$ cat config.mk
export PLATFORM = sky130hd
export DESIGN_NAME = serial_adder
export DESIGN_NICKNAME = d
export VERILOG_FILES = /design/src/rtl/serial_adder.sv
export SDC_FILE = /design/constraint.sdc
export NUM_CORES = 1
export LEC_CHECK = 0
export CAP_MARGIN = 20
export CORE_MARGIN = 2
export CORE_UTILIZATION = 45
export DETAILED_ROUTE_END_ITERATION = 10
export GPL_TIMING_DRIVEN = 0
export PLACE_DENSITY_LB_ADDON = 0.05
export SETUP_SLACK_MARGIN = 0.02
export SYNTH_ARGS = -nofsm -noshare
export SYNTH_HDL_FRONTEND = slang
export SYNTH_SLANG_ARGS = --single-unit
$ cat constraint.sdc
create_clock -name clk -period 1.4 [get_ports clk]
set_input_delay 0.21 -clock clk [delete_from_list [all_inputs] [get_ports clk]]
set_output_delay 0.21 -clock clk [all_outputs]
set_load 0.01 [all_outputs]
$ cat src/rtl/serial_adder.sv
// serial_adder: bit-serial adder, one full-adder cell per cycle, LSB first.
// Define SERIAL_ADDER_SUB_EN to add a sub port selecting a + ~b + 1.
module serial_adder #(
  parameter int WIDTH = 8
) (
  input  logic             clk,
  input  logic             reset,
  input  logic             in_valid,
  output logic             in_ready,
  input  logic [WIDTH-1:0] a,
  input  logic [WIDTH-1:0] b,
  input  logic             cin,
`ifdef SERIAL_ADDER_SUB_EN
  input  logic             sub,
`endif
  output logic             out_valid,
  input  logic             out_ready,
  output logic [WIDTH-1:0] s,
  output logic             cout,
  output logic             busy
);
  localparam int CW = $clog2(WIDTH);
  localparam logic [CW-1:0] LAST = CW'(WIDTH - 1);
  typedef enum logic [1:0] {IDLE, RUN, DONE} state_t;
  state_t state_q, state_d;
  logic [CW-1:0] cnt_q, cnt_d;
  logic [WIDTH-1:0] a_q, a_d, b_q, b_d, s_q, s_d;
  logic c_q, c_d, cout_q, cout_d;
  logic sum_bit, maj, c_in;
  logic [WIDTH-1:0] b_in;
`ifdef SERIAL_ADDER_SUB_EN
  assign b_in = sub ? ~b : b;
  assign c_in = sub ? 1'b1 : cin;
`else
  assign b_in = b;
  assign c_in = cin;
`endif
  assign sum_bit = a_q[0] ^ b_q[0] ^ c_q;
  assign maj     = (a_q[0] & b_q[0]) | (a_q[0] & c_q) | (b_q[0] & c_q);
  // a_q doubles as the sum shift register: operand bits leave at bit 0, sum bits enter at the MSB
  always_comb begin
    state_d = state_q;
    cnt_d   = cnt_q;
    a_d     = a_q;
    b_d     = b_q;
    c_d     = c_q;
    s_d     = s_q;
    cout_d  = cout_q;
    case (state_q)
      IDLE: if (in_valid) begin
        a_d     = a;
        b_d     = b_in;
        c_d     = c_in;
        cnt_d   = '0;
        state_d = RUN;
      end
      RUN: begin
        a_d   = {sum_bit, a_q[WIDTH-1:1]};
        b_d   = b_q >> 1;
        c_d   = maj;
        cnt_d = cnt_q + CW'(1);
        if (cnt_q == LAST) begin
          s_d     = {sum_bit, a_q[WIDTH-1:1]};
          cout_d  = maj;
          state_d = DONE;
        end
      end
      default: state_d = out_ready ? IDLE : DONE;
    endcase
  end
  always_ff @(posedge clk or negedge reset) begin
    if (!reset) begin
      state_q <= IDLE;
      cnt_q   <= '0;
      a_q     <= '0;
      b_q     <= '0;
      c_q     <= 1'b0;
      s_q     <= '0;
      cout_q  <= 1'b0;
    end else begin
      state_q <= state_d;
      cnt_q   <= cnt_d;
      a_q     <= a_d;
      b_q     <= b_d;
      c_q     <= c_d;
      s_q     <= s_d;
      cout_q  <= cout_d;
    end
  end
  assign in_ready  = state_q == IDLE;
  assign busy      = state_q == RUN;
  assign out_valid = state_q == DONE;
  assign s         = s_q;
  assign cout      = cout_q;
endmodule

Yosys cells after proc, flatten, opt, wreduce, memory -nomap -nowiden
Index checks and enable logic that the tools add are counted.
{ "op_classes": {"n_addsub": 1, "n_reduce_logical": 5, "muxes": 12, "eq_ne": 5, "bitwise_logic": 7} }
{ "op_table": {"columns": ["op", "count"], "rows": [
  ["case mux 8 bit (2 select lines)", 2],
  ["2-to-1 mux 8 bit", 2],
  ["2-to-1 mux 2 bit", 3],
  ["case mux 3 bit (2 select lines)", 1],
  ["AND reduction 2 bit", 3],
  ["case mux 2 bit (2 select lines)", 1],
  ["adder 3 x 1 -> 3 bit, second input constant", 1],
  ["AND 1 bit", 3],
  ["== test 3 bit, second input constant", 1],
  ["2-to-1 mux 3 bit", 1],
  ["== test 2 x 1 -> 1 bit, second input constant", 1],
  ["== test 2 bit, second input constant", 1],
  ["zero test 2 bit", 1],
  ["inequality test 2 x 1 -> 1 bit, second input constant", 1],
  ["inequality test 2 bit, second input constant", 1],
  ["OR 1 bit", 2],
  ["case mux 1 bit (2 select lines)", 1],
  ["nonzero test 2 bit", 1],
  ["XOR 1 bit", 2],
  ["2-to-1 mux 1 bit", 1]
]} }
{ "totals": {"in_bits": 21, "out_inout_bits": 12, "word_cells": 37, "ff_bits": 31} }

Depth between registers and ports, before layout
Gate-level depths: netlist of the first run.
{ "logic_depth": {"depth_word": 4, "ltp_mapped": 5, "ltp_nobuf": 4} }

Least setup slack after synthesis of the first run
OpenSTA, ideal clock, no wires.
{ "synth_timing": {"path_kind": "register -> register", "from": "reg cnt_q[0]", "to": "reg cout_q, in the netlist cout", "arrival_ps": 1343, "required_time_ps": 1275, "slack_ps": -68, "stages_incl_launch_ff": 6, "path_cell_list": "dfrtp_1 ha_1 ha_1 nand3b_1 buf_2 mux2_2"} }
{ "synth_between": {"elab_chain_len": 2} }
{ "synth_lines": {"columns": ["item", "line_no", "source"], "rows": [
  ["start, declared", "26", "logic [CW-1:0] cnt_q, cnt_d;"],
  ["start signal, assigned", "82", "cnt_q <= cnt_d;"],
  ["== test 3 bit", "62", "if (cnt_q == LAST) begin"],
  ["AND reduction 2 bit (no source line)", null, null],
  ["end signal, assigned", "87", "cout_q <= cout_d;"],
  ["end, declared", "28", "logic c_q, c_d, cout_q, cout_d;"]
]} }
No other way between the ends.
A chain may end at the register's enable or synchronous reset.

Worst setup path after layout of the first run
{ "layout_timing": {"from": "reg state_q[0]", "to": "reg a_q[7]"} }
{ "layout_between": {"elab_chain_len": 3, "word_cells_on_any_way": 6, "cone_classes": "eq/ne (2); mux (1); reduce/logical (3)"} }
{ "layout_lines": {"columns": ["item", "line_no", "source"], "rows": [
  ["start, declared", "25", "state_t state_q, state_d;"],
  ["start signal, assigned", "81", "state_q <= state_d;"],
  ["== test 2 x 1 -> 1 bit / zero test 2 bit (equally long branches)", "49", "case (state_q)"],
  ["nonzero test 2 bit (no source line) / inequality test 2 bit (equally long branches)", null, null],
  ["AND reduction 2 bit (no source line)", null, null],
  ["end signal, assigned", "75", "a_q <= '0;"],
  ["end signal, assigned", "83", "a_q <= a_d;"],
  ["end, declared", "27", "logic [WIDTH-1:0] a_q, a_d, b_q, b_d, s_q, s_d;"]
]} }
Several ways; a longest one is shown, not always the timed one.

==> results by group, run 1 <==
Global route
  • Total track usage: 20.8%
  • Grt ovf: 0
  • Initial antenna violation count: 0
  • Largest net degree at the start of global routing: 20
  • Number of global-route vias before repair: around 1100
  • First-pass GRT wire length: ~5400 um

Clock tree
  • Num CTS Buffers: 5
  • Max clock buf depth: 2
  • Clk Latency, worst-skew pair: 0.34 ns
  • Root Buffer: clkbuf_4
  • CTS clk-pin slew, worst paths: about 0.10 ns
  • CTS sink count: 31
  • CTS Hold Bufs: 0
  • Htree depth: 2
  • CTS tree: yes

STA
  • Slack of the critical path: -0.0811 ns
  • Setup violators final: 18
  • Unrepaired setup endpoints after global routing: true
  • Measured slew at the worst slew-check pin: 0.680 ns
  • Setup TNS: -0.912 ns
  • Worst hold margin: 0.276 ns
  • Fin. Hold Viols: 0
  • Tmin final: between 1 and 1.5 ns
  • Max Clock Freq: between 600 and 700 MHz
  • Max Slew Vio Count: 0
  • Fin crit share: 106%
  • Worst Clk Skew: 0.00501 ns
  • Worst rel slew slack: roughly 55%

Detailed routing
  • DRT iter0 DRCs: a little under 60
  • DR vias: roughly 1200
  • Via density: between 5 and 6
  • DRC: 0
  • DR pass1 iterations: 4
  • Met2 WL: about 1700 um
  • DR WL met3: approximately 160 um
  • Met1 wire length: roughly 1700 um
  • Post-DRT Antenna Nets: 0
  • DRT Wirelength: between 3000 and 4000 um
  • Top Metal Used: met4
  • WL/cell: approximately 17 um

Finish
  • Final net count: 201
  • Fillers: between 200 and 250
  • Reg area: slightly below 800 sq um
  • Area taken by multi-input logic gates: approximately 770 sq um
  • Layout Area Growth over Synthesis: 53.5%
  • Fin util: 74.2%
  • Inserted Diodes: 0
  • Layout cells sized above 1: between 30% and 40%
  • Most common cell after layout, fill and taps aside: dfrtp_1
  • Most frequent cells in the layout: dfrtp_1, clkdlybuf4s50_1, buf_6

Die
  • Starting Density: around 48%
  • Core Rows: 20
  • Die width: 61.7 um
  • Die height: about 60 um
  • Top Ports: 33
  • Core ar.: between 3000 and 4000 sq um
  • Die area: approximately 3800 sq um

Synthesis
  • Syn Inst Count: between 100 and 150
  • Synth warn: 0
  • Top_reg_cell synth: dfrtp_1
  • Mapped Area: roughly 1500 sq um
  • Post-synthesis async set-or-reset flop share: 100%
  • Syn_area_per_cell: about 12 sq um
  • Synth unique cells: 27
  • Synthesis-stage register bit count: 31
  • Syn_nets: ~150
  • EDFF count, synth: 0
  • Seq/Total Area, Yosys: 51.7%

Power and ir drop
  • Leakage: between 1 and 1.5 nW
  • Worst VDD drop: 1030 uV
  • PD cells: 2060 nW/um^2
  • Tot Pwr: 0.00475 W

Critical path
  • Startpoint Class: register
  • Largest fanout on the critical path: 6
  • Critical path data arrival time: about 1.7 ns
  • CP Data Required Time: 1.64 ns
  • Crit path kind: register to register
  • Reg2reg end: a_q[7]
  • FF-to-FF Start: state_q[0]
  • R2R Setup Slk: -0.08 ns
  • FF-to-FF path depth: 4
  • CP Capture Type: register

Placed design
  • Number of port buffers: 32
  • RD Place Congestion: between 0.7 and 0.8
  • DP HPWL: about 2200 um

Outcome
  • Run status: complete, but fails checks
  • Failing checks: negative setup slack

Flow run
  • Maximum capacitance violations: 0

Min path
  • Hold Crit Class: input port to asynchronous set/reset pin
-- how the worst max path moves through the flow --
| stage | start | to | slack [ns] | cells past startpoint |
|---|---|---|---|---|
| 2_1_floorplan | cnt_q[0] | cout | 0.02 | 5 |
| 3_3_place_gp | reset | b_q[4] | -0.46 | 1 |
| 3_5_place_dp | in_valid | a_q[3] | -0.35 | 5 |
| 4_1_cts | cnt_q[0] | s[0] | -0.07 | 5 |
| 5_1_grt | state_q[1] | in_ready | -0.12 | 4 |
| 6_report | state_q[0] | a_q[7] | -0.08 | 4 |
-- logic make-up after synthesis --
kind of cell / after synthesis / synth area share (%)
buffers and inverters: 23 / 7.67
flip-flops: 31 / 51.7
AO/OA/AOI/OAI: 23 / 13.5
adder cells (fa/ha/maj): 3 / 3.00
AND/OR/NAND/NOR: 32 / 16.7
multiplexers: 10 / 7.42
-- metrics by stage --
step	instance area (sq um)	cells	worst slack [ns]
floorplan	1510	122	0.0214
global placement	1880	198	-0.463
detailed placement	1910	199	-0.354
CTS	2150	216	-0.0701
global route	2300	222	-0.120
finish	2300	222	-0.0811
-- worst max-delay path, stage by stage, from the launching register on --
cell,delay [ns]
dfrtp_2,0.46
buf_6,0.15
buf_6,0.13
or4b_1,0.50
o221a_2,0.13
-- sequential cells by signal, summed over array words and instances, names as in the netlist --
signal	count
b_q	8
a_q	8
c_q	1
state_q	2
cout	1
cnt_q	3
s	8
-- cells in the mapped netlist (all sizes together) (2+ instances only) --
master	count	area, sq um
dfrtp	31	776
inv	12	45.0
a211oi	8	60.1
o221a	6	67.6
a22o	2	17.5
nor4b	8	70.1
nor3b	9	67.6
mux2	9	101
buf	9	62.6
nand2b	3	18.8
or4b	6	60.1
nor2	2	7.51
clkbuf	2	7.51
ha	2	25.0
nor2b	2	12.5
a222oi	2	20.0
-- report_power, final --
part	internal (W)	total, W	switching [W]
clock	0.000295	0.000607	0.000312
combinational	0.00146	0.00252	0.00106
sequential	0.00133	0.00162	0.000294
-- layer usage --
| metal | vias to the layer above | global-route usage, % |
|---|---|---|
| li1 | 568 | - |
| met2 | 27 | 30.8 |
| met4 | 0 | 8.21 |
| met1 | 605 | 29.0 |
| met3 | 5 | 5.80 |
| met5 | - | 0 |
-- layout make-up --
cell class                      count  share of cell area, %
Sequential cell                    31                   33.7
Timing Repair Buffer               48                   20.2
Inverter                           12                   2.17
Multi-Input combinational cell     68                   33.4
Buffer                             11                   5.16
Tap cell                           44                   2.39
Clock buffer                        8                   2.99
-- timing repair --
action / CTS / global route
resized for setup: 56 / 27
pin swaps: 6 / 4
gates cloned: 1 / 1
endpoints found under the setup margin: 24 / 32
setup buffers: 8 / 5
No activity file was read; power rests on OpenSTA's default activity.
==> run 2: changes to the inputs <==
--- a/config.mk
+++ b/config.mk
@@ -10,7 +10,7 @@
 export CORE_UTILIZATION = 45
 export DETAILED_ROUTE_END_ITERATION = 10
 export GPL_TIMING_DRIVEN = 0
-export PLACE_DENSITY_LB_ADDON = 0.05
+export PLACE_DENSITY = 0.75
 export SETUP_SLACK_MARGIN = 0.02
 export SYNTH_ARGS = -nofsm -noshare
 export SYNTH_HDL_FRONTEND = slang
==> run 2 against run 1 <==
  * The run still ends with negative setup slack left
  * First-iteration DRC count increased by 16%
  * Design area increased by 3.7%
  * Sequential share of layout area decreased by 1.2 points
  * Non-clock buffer count increased by 7
  * Count of clock-buffer cells in the layout decreased by 2
  * Utilization increased by 2.8 points
  * Combinational power increased by 15%
  * Register-to-register slack about the same
  * Critical path depth unchanged
  * Sequential cell count unchanged
  * Worst setup slack got worse by 0.023 ns
  * Clock power decreased by 25%
  * Critical path type is now register to primary output
  * Critical endpoint is now in_ready
==> results by group, run 2 (same netlist as run 1, synthesis figures left out) <==
Outcome
  • Run status: complete, but fails checks
  • Failing checks: negative setup slack

Clock tree
  • Htree depth: 2 (unchanged)
  • CTS clk-pin slew, worst paths: 0.09 ns (about the same)
  • CTS tree: yes
  • CTS sink count: 31 (unchanged)
  • Num CTS Buffers: 5 (unchanged)
  • Root Buffer: clkbuf_4
  • Clk Latency, worst-skew pair: 0.33 ns (about the same)
  • Max clock buf depth: 2 (unchanged)

Detailed routing
  • DR pass1 iterations: 4 (unchanged)
  • DRT Wirelength: 4390 um (+20%)
  • Via density: 5.67 (+4.5%)
  • Post-DRT Antenna Nets: 0 (unchanged)
  • DR vias: 1288 (+6.9%)
  • WL/cell: 19.3 um (+17%)
  • DRC: 0 (unchanged)
  • DRT iter0 DRCs: 67 (+16%)

Global route
  • Number of global-route vias before repair: 1225 (+9.9%)
  • Grt ovf: 0 (unchanged)
  • Largest net degree at the start of global routing: 22 (+10%)
  • Initial antenna violation count: 0 (unchanged)
  • First-pass GRT wire length: 6130 um (+13%)
  • Total track usage: 23.3% (+2.6 points)

Placed design
  • Number of port buffers: 32 (unchanged)
  • Post-place setup slack: -0.343 ns (+0.0105 ns)
  • DP HPWL: 2360 um (+6.5%)
  • Dpl cell area: 1910 sq um (unchanged)
  • RD Place Congestion: 0.763 (-3.7%)

Finish
  • Fillers: 198 (-14%)
  • Most common cell after layout, fill and taps aside: dfrtp_1
  • Post-Layout Inst Area: 2390 sq um (+3.7%)
  • Fin util: 77.0% (+2.8 points)
  • Most frequent cells in the layout: dfrtp_1, clkdlybuf4s50_1, buf_4
  • Inserted Diodes: 0 (unchanged)
  • Layout cells sized above 1: 44.3% (+4.4 points)
  • Final net count: 208 (+3.5%)
  • Layout Area Growth over Synthesis: 59.2%

STA
  • Unrepaired setup endpoints after global routing: true
  • Worst Clk Skew: 0.00714 ns (+0.00213 ns)
  • Max Clock Freq: 665 MHz (-1.5%)
  • Worst rel slew slack: 57.7% (+3.2 points)
  • Fin crit share: 107% (+1.6 points)
  • Setup violators final: 28 (+10)
  • Tmin final: 1.50 ns (+0.0228 ns)
  • Max Slew Vio Count: 0 (unchanged)
  • Slack of the critical path: -0.104 ns (-0.0228 ns)
  • Measured slew at the worst slew-check pin: 0.632 ns (-0.0479 ns)
  • Fin. Hold Viols: 0 (unchanged)
  • Setup TNS: -1.60 ns (-0.685 ns)

Die
  • Top Ports: 33 (unchanged)
  • Core ar.: 3100 sq um (unchanged)
  • Core Rows: 20 (unchanged)
  • Die area: 3810 sq um (unchanged)
  • Die height: 61.7 um (unchanged)
  • Die width: 61.7 um (unchanged)
  • Starting Density: 48.3% (unchanged)

Power and ir drop
  • Leakage: 1.07 nW (+4.3%)
  • PD cells: 2080 nW/um^2 (+0.90%)
  • Tot Pwr: 0.00497 W (+4.7%)
  • Worst VDD drop: 1260 uV (+22%)

Critical path
  • Crit path kind: register to primary output
  • Largest fanout on the critical path: 5 (-1)
  • CP Capture Type: primary output
  • Startpoint Class: register
  • Critical path data arrival time: 1.29 ns (-0.43 ns)
  • CP Data Required Time: 1.19 ns (-0.45 ns)

Min path
  • Hold Crit Class: input port to asynchronous set/reset pin

Flow run
  • Maximum capacitance violations: 0 (unchanged)
-- run 2: repair_timing --
item,4_1_cts,5_1_grt
endpoints found under the hold margin,0,0
buffers inserted,14,8
gates resized for setup,53,42
gates cloned,2,0
endpoints found under the setup margin,25,33
hold buffers,0,0
pin swaps,5,11
-- run 2: cell type report --
type | instances | area, sq um | share of cell area, %
plain buffers | 10 | 108 | 4.50
clock buffers | 6 | 41.3 | 1.73
inverters | 12 | 55.1 | 2.30
multi-input cells | 68 | 813 | 34.0
flip-flops and latches | 31 | 777 | 32.5
well taps | 44 | 55.1 | 2.30
repair buffers | 56 | 539 | 22.6
-- run 2: through the flow --
| stage | instances | hold slack, ns |
|---|---|---|
| global placement | 198 | 0.471 |
| floorplan | 122 | -0.0856 |
| finish | 227 | 0.273 |
| CTS | 221 | 0.271 |
| global route | 227 | 0.277 |
| detailed placement | 199 | 0.481 |
-- run 2: critical path, cell delays in order, from the launching register on --
cell	delay (ns)
dfrtp_1	0.44
buf_6	0.16
buf_8	0.12
nor2_4	0.13
buf_6	0.12
-- run 2: path summary, 6_finish.rpt --
kind,from,to,slack [ns],cells after the start
hold / removal,reset,a_q[1],0.27,1
hold reg to reg,s[2],s[2],0.51,1
setup / recovery,state_q[1],in_ready,-0.10,4
min in group clk,out_ready,state_q[1],0.43,2
setup reg to reg,state_q[1],b_q[6],-0.09,4
max in group asynchronous,reset,state_q[0],0.60,2
-- run 2: report_power, final --
group          total, W  internal [W]  leakage, nW  switching [W]
clock          0.000456      0.000178       0.0242       0.000278
combinational   0.00289       0.00162        0.685        0.00126
sequential      0.00163       0.00133        0.358       0.000295
-- run 2: routing by layer --
layer / share of wire [%] / wire length (um) / vias up / GRT usage [%]
met5: 0 / 0 / - / 0
li1: - / - / 575 / -
met1: 41 / 1780 / 654 / 30.9
met3: 6.7 / 293 / 8 / 5.80
met2: 51 / 2250 / 51 / 37.1
met4: 1.5 / 68 / 0 / 9.12
==> run 3: changes to the inputs <==
==> constraint.sdc (replaced) <==
create_clock -name clk -period 1.3 [get_ports clk]
set_input_delay 0.195 -clock clk [delete_from_list [all_inputs] [get_ports clk]]
set_output_delay 0.195 -clock clk [all_outputs]
set_load 0.01 [all_outputs]
==> run 3 against run 2 <==
  * The run still ends with negative setup slack left
  * Sequential share of layout area decreased by 2.1 points
  * Largest cell class unchanged
  * Design area increased by 6.9%
  * Critical path depth grew 1
  * Clock power up 46%
  * Critical endpoint is now s[5]
  * Clock skew up 0.0014 ns
  * Count of clock-buffer cells in the layout grew 2
  * Non-clock buffer count grew 3
  * Sequential cell count did not move
  * Combinational power rose by 21%
==> results by group, run 3 (same netlist as run 1, synthesis figures left out) <==
Clock tree
  • CTS clk-pin slew, worst paths: 0.10 ns (about the same)
  • Clk Latency, worst-skew pair: 0.36 ns (+0.03 ns)
  • Max clock buf depth: 2 (unchanged)
  • Htree depth: 2 (unchanged)
  • CTS tree: yes
  • Root Buffer: clkbuf_4
  • CTS sink count: 31 (unchanged)
  • Num CTS Buffers: 5 (unchanged)

Placed design
  • Number of port buffers: 32 (unchanged)
  • Post-place setup slack: -0.442 ns (-0.0989 ns)
  • RD Place Congestion: 0.779 (+2.0%)
  • DP HPWL: 2280 um (-3.4%)

Finish
  • Layout cells sized above 1: 47.9% (+3.6 points)
  • Fin util: 82.3% (+5.3 points)
  • Most frequent cells in the layout: dfrtp_1, clkdlybuf4s50_1, buf_6, buf_4, inv_1
  • Final net count: 211 (+1.4%)
  • Layout Area Growth over Synthesis: 70.1%
  • Most common cell after layout, fill and taps aside: dfrtp_1
  • Inserted Diodes: 0 (unchanged)
  • Fillers: 175 (-12%)

Critical path
  • Largest fanout on the critical path: 5 (unchanged)
  • Crit path kind: register to register
  • Critical path data arrival time: 1.76 ns (+0.47 ns)
  • CP Capture Type: register
  • Crit path largest cell delay: 0.40 ns (-0.04 ns)
  • Slowest-stage cell, CP: dfrtp_1
  • Startpoint Class: register
  • CP Cell Sequence: ha_2, ha_4, nand3b_1, buf_6, mux2_4
  • CP Data Required Time: 1.55 ns (+0.36 ns)

Power and ir drop
  • Worst VDD drop: 1360 uV (+8.4%)
  • Net switching fraction of the power: 36.7% (-0.25 points)
  • Seq pwr share: 29.8% (-2.9 points)
  • PD cells: 2320 nW/um^2 (+12%)
  • Clock share of power: 11.3% (+2.1 points)
  • Leakage: 1.15 nW (+7.5%)
  • Sw power: 0.00218 W (+18%)
  • Logic pwr share: 59.0% (+0.9 points)
  • P_int: 0.00375 W (+20%)

Detailed routing
  • DRT iter0 DRCs: 138 (+110%)
  • DRT Wirelength: 4880 um (+11%)
  • DR pass1 iterations: 4 (unchanged)
  • Post-DRT Antenna Nets: 0 (unchanged)
  • DRC: 0 (unchanged)
  • WL/cell: 21.0 um (+8.8%)
  • Via density: 5.76 (+1.5%)
  • DR vias: 1336 (+3.7%)

Die
  • Die width: 61.7 um (unchanged)
  • Core Rows: 20 (unchanged)
  • Die height: 61.7 um (unchanged)
  • Top Ports: 33 (unchanged)
  • Core ar.: 3100 sq um (unchanged)
  • Die area: 3810 sq um (unchanged)
  • Starting Density: 48.3% (unchanged)

STA
  • Worst rel slew slack: 47.7% (-10 points)
  • Fin. Hold Viols: 0 (unchanged)
  • Unrepaired setup endpoints after global routing: true
  • Fin crit share: 116%
  • Worst Clk Skew: 0.00854 ns (+0.00140 ns)
  • Max Clock Freq: 662 MHz
  • Tmin final: between 1.5 and 2 ns
  • Max Slew Vio Count: 0 (unchanged)
  • Slack of the critical path: -0.212 ns (-0.108 ns)
  • Setup TNS: -3.96 ns (-2.37 ns)
  • Measured slew at the worst slew-check pin: 0.782 ns (+0.150 ns)
  • Setup violators final: 33 (+18%)

Global route
  • First-pass GRT wire length: 6170 um (+0.67%)
  • Largest net degree at the start of global routing: 19 (-14%)
  • Initial antenna violation count: 0 (unchanged)
  • Number of global-route vias before repair: 1252 (+2.2%)
  • Total track usage: 23.3% (-0.074 points)
  • Grt ovf: 0 (unchanged)

Flow run
  • Maximum capacitance violations: 0 (unchanged)

Outcome
  • Run status: complete, but fails checks
  • Failing checks: negative setup slack

Min path
  • Hold Crit Class: input port to asynchronous set/reset pin
==> run 3: area by class of cell <==
class	count	area [sq um]	area share [%]
sequential	31	777	30.4
buffer	10	128	5.00
multi-input combinational	68	885	34.7
clock buffer	8	68.8	2.70
inverter	12	52.6	2.06
timing repair buffer	59	587	23.0
tap	44	55.1	2.16
==> run 3: stage by stage <==
step | cell area (sq um) | hold WS, ns | cells | power [W]
finish | 2550 | 0.287 | 232 | 0.00593
global route | 2550 | 0.333 | 232 | 0.00619
CTS | 2260 | 0.314 | 222 | 0.00505
detailed placement | 1910 | 0.481 | 199 | 0.00378
global placement | 1890 | 0.471 | 198 | 0.00369
floorplan | 1510 | -0.101 | 122 | 0.00299
==> run 3: critical path: cells and delay by family (launching register included) <==
kind	cells	cell delay (ns)
flops	1	0.40
fa+ha+maj	2	0.37
mux	1	0.31
buf+inv	1	0.18
simple gates	1	0.16
==> run 3: what timing repair did <==
| item | in CTS | in global routing |
|---|---|---|
| resized for setup | 68 | 42 |
| gates cloned | 1 | 2 |
| pin swaps | 6 | 16 |
| hold buffers | 0 | 0 |
| setup endpoints to repair | 40 | 33 |
| buffers inserted | 14 | 9 |
==> run 3: routing by layer <==
| layer | vias up | wire length, um | track usage (%) |
|---|---|---|---|
| li1 | 595 | - | - |
| met1 | 681 | 2110 | 30.5 |
| met2 | 50 | 2420 | 36.1 |
| met3 | 10 | 260 | 5.59 |
| met4 | 0 | 100 | 11.9 |
| met5 | - | 0 | 0 |
==> run 3: worst paths after layout <==
check	start	endpoint	slack (ns)	cells past startpoint
min in group clk	out_ready	state_q[1]	0.38	2
max reg2reg	cnt_q[0]	s[5]	-0.21	5
min	reset	a_q[3]	0.29	1
max	cnt_q[0]	s[5]	-0.21	5
max in group asynchronous	reset	state_q[0]	0.46	2
min reg2reg	s[1]	s[1]	0.52	1
==> run 3: power groups by stage <==
stage / Combinational (W) / Clock (W) / Sequential, W
5_1_grt: 0.00367 / 0.000712 / 0.00180
3_5_place_dp: 0.00205 / 0 / 0.00173
3_3_place_gp: 0.00197 / 0 / 0.00172
6_report: 0.00349 / 0.000668 / 0.00176
4_1_cts: 0.00268 / 0.000668 / 0.00171
2_1_floorplan: 0.00126 / 0 / 0.00173
